**config.mk**
```make
export PLATFORM = sky130hd
export DESIGN_NAME = bit8serialsubtractor
export DESIGN_NICKNAME = d
export VERILOG_FILES = /design/src/rtl/bit8serialsubtractor.sv
export SDC_FILE = /design/constraint.sdc
export NUM_CORES = 1
export LEC_CHECK = 0
export ABC_CLOCK_PERIOD_IN_PS = 2900
export CORE_MARGIN = 10
export CORE_UTILIZATION = 49
export DETAILED_ROUTE_END_ITERATION = 10
export PLACE_DENSITY_LB_ADDON = 0.12
export SLEW_MARGIN = 40
export SYNTH_ARGS = -nofsm -noshare
export SYNTH_HDL_FRONTEND = slang
export SYNTH_SLANG_ARGS = --single-unit
```
**constraint.sdc**
```tcl
create_clock -name Clk -period 2.9 [get_ports Clk]
set_input_delay 0.29 -clock Clk [delete_from_list [all_inputs] [get_ports Clk]]
set_output_delay 0.29 -clock Clk [all_outputs]
set_load 0.03 [all_outputs]
```
**src/rtl/bit8serialsubtractor.sv**
```systemverilog
// Bit-serial subtractor: {Bout, D} = A - B - Bin, one bit per clock, LSB first.
// Define BIT8SUB_SAT_EN to clamp D to zero whenever the result underflows.
module bit8serialsubtractor #(
    parameter int unsigned WIDTH = 8
) (
    input  logic             Clk,
    input  logic             Rst_n,
    input  logic             Start,
    input  logic [WIDTH-1:0] A,
    input  logic [WIDTH-1:0] B,
    input  logic             Bin,
    output logic             Busy,
    output logic             Done,
    output logic [WIDTH-1:0] D,
    output logic             Bout
);

    localparam int unsigned CntW = $clog2(WIDTH);
    localparam logic [CntW-1:0] LastBit = CntW'(WIDTH - 1);

    typedef enum logic [1:0] {
        StIdle,
        StRun,
        StDone
    } state_e;

    state_e           state_q, state_d;
    logic [WIDTH-1:0] op_a_q, op_a_d;
    logic [WIDTH-1:0] op_b_q, op_b_d;
    logic [WIDTH-1:0] res_q, res_d;
    logic [WIDTH-1:0] d_q, d_d;
    logic             br_q, br_d;
    logic             bout_q, bout_d;
    logic [CntW-1:0]  cnt_q, cnt_d;

    logic             bit_a;
    logic             bit_b;
    logic             diff;
    logic             br_next;
    logic [WIDTH-1:0] res_shift;

    // Single full-subtractor cell operating on the current LSBs.
    always_comb begin
        bit_a     = op_a_q[0];
        bit_b     = op_b_q[0];
        diff      = bit_a ^ bit_b ^ br_q;
        br_next   = (~bit_a & bit_b) | (~(bit_a ^ bit_b) & br_q);
        res_shift = {diff, res_q[WIDTH-1:1]};
    end

    always_comb begin
        state_d = state_q;
        op_a_d  = op_a_q;
        op_b_d  = op_b_q;
        res_d   = res_q;
        d_d     = d_q;
        br_d    = br_q;
        bout_d  = bout_q;
        cnt_d   = cnt_q;

        unique case (state_q)
            StIdle, StDone: begin
                // DONE accepts Start directly so operations can run back to back.
                if (Start) begin
                    state_d = StRun;
                    op_a_d  = A;
                    op_b_d  = B;
                    br_d    = Bin;
                    cnt_d   = '0;
                end else begin
                    state_d = StIdle;
                end
            end
            StRun: begin
                op_a_d = op_a_q >> 1;
                op_b_d = op_b_q >> 1;
                br_d   = br_next;
                res_d  = res_shift;
                cnt_d  = cnt_q + 1'b1;
                if (cnt_q == LastBit) begin
                    state_d = StDone;
                    bout_d  = br_next;
`ifdef BIT8SUB_SAT_EN
                    d_d     = br_next ? '0 : res_shift;
`else
                    d_d     = res_shift;
`endif
                end
            end
            default: state_d = StIdle;
        endcase
    end

    always_ff @(posedge Clk or negedge Rst_n) begin
        if (!Rst_n) begin
            state_q <= StIdle;
            op_a_q  <= '0;
            op_b_q  <= '0;
            res_q   <= '0;
            d_q     <= '0;
            br_q    <= 1'b0;
            bout_q  <= 1'b0;
            cnt_q   <= '0;
        end else begin
            state_q <= state_d;
            op_a_q  <= op_a_d;
            op_b_q  <= op_b_d;
            res_q   <= res_d;
            d_q     <= d_d;
            br_q    <= br_d;
            bout_q  <= bout_d;
            cnt_q   <= cnt_d;
        end
    end

    always_comb begin
        Busy = (state_q == StRun);
        Done = (state_q == StDone);
        D    = d_q;
        Bout = bout_q;
    end

endmodule

```
==> impl_metrics.toml, run 1 <==
[sta]
tns_ns = 0
period_needed_ns = 2.08
tightest_slew_ns = 0.659
max-slew-margin-rel_pct = 55.9
min_period_over_period_pct = 71.6
fmax_mhz = 482
hold_viol_final = 0
setup_viol = 0
slew_violations = 0
skew_ns = 0.00470
rsz0062_at_grt = "no"

[synthesis]
ys_seq_area_share_pct = 50.5
ys_warn_count = 0
avgSynthCellArea_um2 = 12.4
synth.area.top_cells = "dfrtp_1 50%, mux2_4 10%, mux2i_1 8.5%"
synthTopCellsByCount = "38 x dfrtp_1, 16 x a21oi_1, 16 x mux2i_1, 16 x nor2b_1, 15 x a211oi_1"
synth_cells = 152
synth_fa_ha_area_share_pct = 2.39
yosysTopAreaCell = "dfrtp_1"
ys_async_sr_fraction_pct = 100
synth-seq-cells = 38
synth-simple-area-share_pct = 7.77
synth_edf_count = 0
synth_area_um2 = 1880
synth_top_family_by_area = "multiplexers"
synth_cell_types = 25
synthFlopType = "dfrtp_1"
synth_top_area_share_pct = 50.5
synth-xor-area-share_pct = 0
synth_compound_area_share_pct = 12.5
yosys.cell_count.top_type = "dfrtp_1"
synthMuxAreaShare_pct = 21.2
synth.net_count = 175

[job]
maxCapViolCount = 0

[global_route]
grt-busiest-layer = "met2"
global_route.usage.met3_pct = 3.71
first_global_vias = 1292
antenna_found_initial = 0
use_met2_pct = 18.3
grt_pass1_wl_mm = 5.90
grt_max_degree = 39
grt_use_met1_pct = 13.3
grt_overflow = 0
grtUsageTotal_pct = 11.2

[floorplanning]
io_pins = 31
start_util_pct = 51.1
die_h_um = 82.0
rows = 22
core_um2 = 3690
die_x_um = 82.0
die_area_um2 = 6730

[worst_hold_path]
hold_path_end = "D[0]$_DFFE_PN0P_"
holdCritPathClass = "flop to flop"
min_path_cells = 1
hp-start = "D[0]$_DFFE_PN0P_"

[drt]
drc = 0
drtPass1Iterations = 4
detail-route-antenna-nets = 0
drt_wl_total_mm = 3.48
drt_iter0_markers = 42
vias = 1241
vias_per_cell = 5.33
wire_per_inst_um = 14.9

[layout]
drive_above_1_share_pct = 15.7
antennaDiodeCount = 0
nets = 207
syn_to_final_growth_pct = 21.5

[worst_setup_path]
crit_start = "state_q[0]$_DFFE_PN0P_"
ff2ff_path_depth = 3
start_kind = "flop"
worst_ep_arrival_time_ns = 1.79
rrSetupSlack_ns = 0.93
r2r-end = "D[0]$_DFFE_PN0P_"
cp-end-kind = "primary output"
cp_max_fo = 14
worstReg2RegStart = "state_q[0]$_DFFE_PN0P_"
worst-setup-path-type = "flop to primary output"
worstPathRequired_ns = 2.61

[power]
total_leakage_power_nw = 0.972
p_per_area_nw_per_um2 = 1080
power_mw = 2.48
ir_drop_v = 0.000489

[clock_network]
clk_latency_ns = 0.29
clockBufferDepth = 2
cts_tree = "done"
numCtsBuffers = 5
cts_resized = 0
cts_root_buffer = "clkbuf_8"
cts.sinks = 38
cts.reportedPaths.clkPinSlew_ns = 0.07
cts_setup_buffers = 0
h-tree-depth = 2

[placement]
hpwl_mm = 2.42
gp_congestion = 0.736
io_buffers = 30

[outcome]
status = "finished, final reports clean"
[cells in the final DEF (no fill, tap or decap)]
master and n:
clkbuf_1 1, clkbuf_8 6, a21oi_1 16, nand3b_1 1
mux2_2 3, nand2b_1 2, nand3_1 3, fa_1 1
a22o_1 2, nand2_1 1, ha_1 2, o21ai_1 3
dfrtp_1 38, dlygate4sd3_1 1, mux2_1 1, mux2i_1 16
buf_4 6, clkdlybuf4s50_1 29, mux2_4 13, inv_1 4
nor2_1 2, nor2b_1 16, clkinv_2 1, o21ai_0 2
a211oi_1 15
[worst max path at each step]
| stage | cells past startpoint | end | slack (ns) |
|---|---|---|---|
| finish | 3 | Busy | 0.82 |
| global route | 3 | Busy | 0.69 |
| CTS | 3 | Busy | 0.82 |
| detailed placement | 3 | D[0]$_DFFE_PN0P_ | 0.94 |
| global placement | 3 | D[0]$_DFFE_PN0P_ | 1.00 |
| floorplan | 3 | Done | 1.45 |
[kinds of logic (layout without fill, tap and decap cells)]
| family | Yosys count | count (layout) |
|---|---|---|
| flops | 38 | 38 |
| fa+ha+maj | 3 | 3 |
| simple gates | 25 | 25 |
| mux | 33 | 33 |
| buf+inv | 15 | 48 |
| compound gates | 38 | 38 |
[critical path: stages (launching register included)]
cell and delay (ns):
dfrtp_1 0.62, nand2b_1 0.13, inv_1 0.08, clkdlybuf4s50_1 0.67
[per-stage QoR]
stage,setup WS [ns],hold WS (ns),instance area [µm²],instances,util [%]
2_1_floorplan,1.45,-0.00559,1880,152,-
5_1_grt,0.691,0.514,2290,233,62.1
4_1_cts,0.816,0.132,2280,232,61.7
3_5_place_dp,0.944,0.443,2190,224,59.3
3_3_place_gp,1.00,0.432,2190,224,59.3
6_report,0.825,0.492,2290,233,62.1
[metal layers]
layer | part of all wire, % | routed length (µm) | vias up
met5 | 0 | 0 | -
met4 | 1.1 | 37 | 0
met1 | 44 | 1540 | 603
met3 | 4.9 | 171 | 4
li1 | - | - | 608
met2 | 50 | 1730 | 26
[flip-flops by register name (all words and copies together), names as in the netlist]
signal / cells
br_q: 1
D: 8
op_b_q: 8
op_a_q: 8
Bout: 1
cnt_q: 3
res_q: 7
state_q: 2
[report_power, final]
group	leakage, nW	internal [mW]	switching, mW
Sequential	0.451	0.793	0.198
Clock	0.0482	0.192	0.183
Combinational	0.473	0.616	0.498
Total	0.972	1.60	0.880
[final cells by class]
cell class / count / area [µm²]
well taps: 48 / 60.1
flip-flops and latches: 38 / 951
clock inverters: 1 / 5.00
multi-input cells: 99 / 827
repair buffers: 36 / 345
inverters: 4 / 15.0
clock buffers: 7 / 86.3
fillers: 316 / 1400
[repair_timing]
| action | in CTS | in global routing |
|---|---|---|
| hold endpoints to repair | 0 | 38 |
| hold buffers | 0 | 1 |
| setup endpoints to repair | 0 | 0 |
(Power assumes the default switching activity.)
==> inputs of run 2 (changes only) <==
--- a/config.mk
+++ b/config.mk
@@ -5,7 +5,7 @@
 export SDC_FILE = /design/constraint.sdc
 export NUM_CORES = 1
 export LEC_CHECK = 0
-export ABC_CLOCK_PERIOD_IN_PS = 2900
+export ABC_CLOCK_PERIOD_IN_PS = 2050
 export CORE_MARGIN = 10
 export CORE_UTILIZATION = 49
 export DETAILED_ROUTE_END_ITERATION = 10
==> constraint.sdc (replaced) <==
create_clock -name Clk -period 2.05 [get_ports Clk]
set_input_delay 0.205 -clock Clk [delete_from_list [all_inputs] [get_ports Clk]]
set_output_delay 0.205 -clock Clk [all_outputs]
set_load 0.03 [all_outputs]
==> run 2 against run 1 <==
  * Total power grew 40%
  * Setup slack worse by 0.47 ns
  * Non-clock buffer count did not move
  * Sequential cell count unchanged
  * Via count up 1.8%
  * Clock power grew 31%
  * Final area fell by 0.60%
==> impl_metrics.toml, run 2 (synthesis results as in run 1) <==
[outcome]
status = "finished, final reports clean"

[global_route]
first_global_vias = 1325
grtUsageTotal_pct = 11.1
grt_pass1_wl_mm = 5.91
grt_overflow = 0
grt_max_degree = 40
antenna_found_initial = 0

[layout]
fillers = 310
seq_area_um2 = 951
antennaDiodeCount = 0
multiInputGateArea_um2 = 827
stdcell_count = 231
drive_above_1_share_pct = 16.4
nets = 207
layout_commonest_cell = "dfrtp_1"
mostFrequentLayoutCells = "38 x dfrtp_1, 27 x clkdlybuf4s50_1, 16 x nor2b_1, 16 x mux2i_1, 16 x a21oi_1"
fin_area_um2 = 2280
syn_to_final_growth_pct = 20.8

[placement]
hpwl_mm = 2.57
io_buffers = 30
gp_congestion = 0.723
dp_worst_setup_slack_ns = 0.373
place_inst = 224
placed_cell_area_um2 = 2180

[worst_setup_path]
worst-setup-path-type = "flop to flop"
worst_ep_arrival_time_ns = 1.86
cp_max_fo = 7
worstPathRequired_ns = 2.21
start_kind = "flop"
cp-end-kind = "flop"
cp_slowest_cell = "dfrtp_1"
cp_slowest_stage_delay_ns = 0.40
rrSetupSlack_ns = 0.36
worst_path_most_repeated_cell = "ha_1"
path_cells = "ha_1 -> ha_1 -> nand3b_1 -> buf_4 -> mux2_4"

[sta]
rsz0062_at_grt = "no"
period_needed_ns = 1.69
tns_ns = 0
max-slew-margin-rel_pct = 61.0
tightest_slew_ns = 0.586
min_period_over_period_pct = 82.7
setup_slack_ns = 0.356
hold_viol_final = 0
slew_violations = 0
fmax_mhz = 590
skew_ns = 0.00757
setup_viol = 0

[drt]
detail-route-antenna-nets = 0
wire_per_inst_um = 15.2
vias_per_cell = 5.47
drtPass1Iterations = 4
drc = 0
drt_wl_total_mm = 3.51
drt_iter0_markers = 41
vias = 1263

[floorplanning]
die_x_um = 82.0
die_h_um = 82.0
rows = 22
core_um2 = 3690
start_util_pct = 51.1
io_pins = 31
die_area_um2 = 6730

[power]
power_mw = 3.47
ir_drop_v = 0.000578
p_per_area_nw_per_um2 = 1520
total_leakage_power_nw = 0.970

[clock_network]
clockBufferDepth = 2
cts.reportedPaths.clkPinSlew_ns = 0.07
cts_resized = 0
h-tree-depth = 2
cts_setup_buffers = 0
clk_latency_ns = 0.28
postCtsHoldBufs = 0
numCtsBuffers = 5
cts_root_buffer = "clkbuf_8"
cts.sinks = 38
cts_tree = "done"

[worst_hold_path]
holdCritPathClass = "primary input to async pin"

[job]
maxCapViolCount = 0
## run 2: cell count changes in the layout (fill, tap and decap cells not counted)
cell             delta
buf_4               +2
clkdlybuf4s50_1     -2
clkbuf_1            -1
clkinv_2            -1
## run 2: worst paths after layout
path,start,endpoint,cells past startpoint
max,cnt_q[0]$_DFFE_PN0P_,D[5]$_DFFE_PN0P_,5
min,Rst_n,res_q[3]$_DFFE_PN0P_,2
max reg2reg,cnt_q[0]$_DFFE_PN0P_,D[5]$_DFFE_PN0P_,5
min reg2reg,res_q[1]$_DFFE_PN0P_,D[0]$_DFFE_PN0P_,1
max in group asynchronous,Rst_n,res_q[6]$_DFFE_PN0P_,2
min in group Clk,res_q[1]$_DFFE_PN0P_,D[0]$_DFFE_PN0P_,1
## run 2: cell type report
class	count	area share (%)
sequential	38	41.8
multi-input combinational	99	36.3
timing repair buffer	36	15.0
clock buffer	6	3.63
tap	48	2.64
inverter	4	0.660
## run 2: per-layer routing
| layer | global-route usage [%] | vias up | routed length, µm |
|---|---|---|---|
| met4 | 5.78 | 0 | 69 |
| met3 | 3.38 | 7 | 243 |
| met2 | 18.9 | 39 | 1770 |
| li1 | - | 603 | - |
| met1 | 12.3 | 614 | 1430 |
| met5 | 0 | - | 0 |
## run 2: power by group
group	switching, mW	total (mW)	internal [mW]
Sequential	0.257	1.38	1.12
Clock	0.233	0.492	0.259
Combinational	0.745	1.60	0.851
## run 2: worst max-delay path, delay by kind of cell (launching register included)
kind          cells  cell delay [ns]
buf+inv           1             0.23
simple gates      1             0.25
flops             1             0.40
mux               1             0.30
fa+ha+maj         2             0.39
## run 2: metrics by stage
stage | hold slack [ns] | util (%)
final | 0.425 | 61.7
after global routing | 0.484 | 61.7
after CTS | 0.0544 | 61.4
after floorplan | -0.0906 | -
after global placement | 0.346 | 59.1
after detailed placement | 0.358 | 59.1
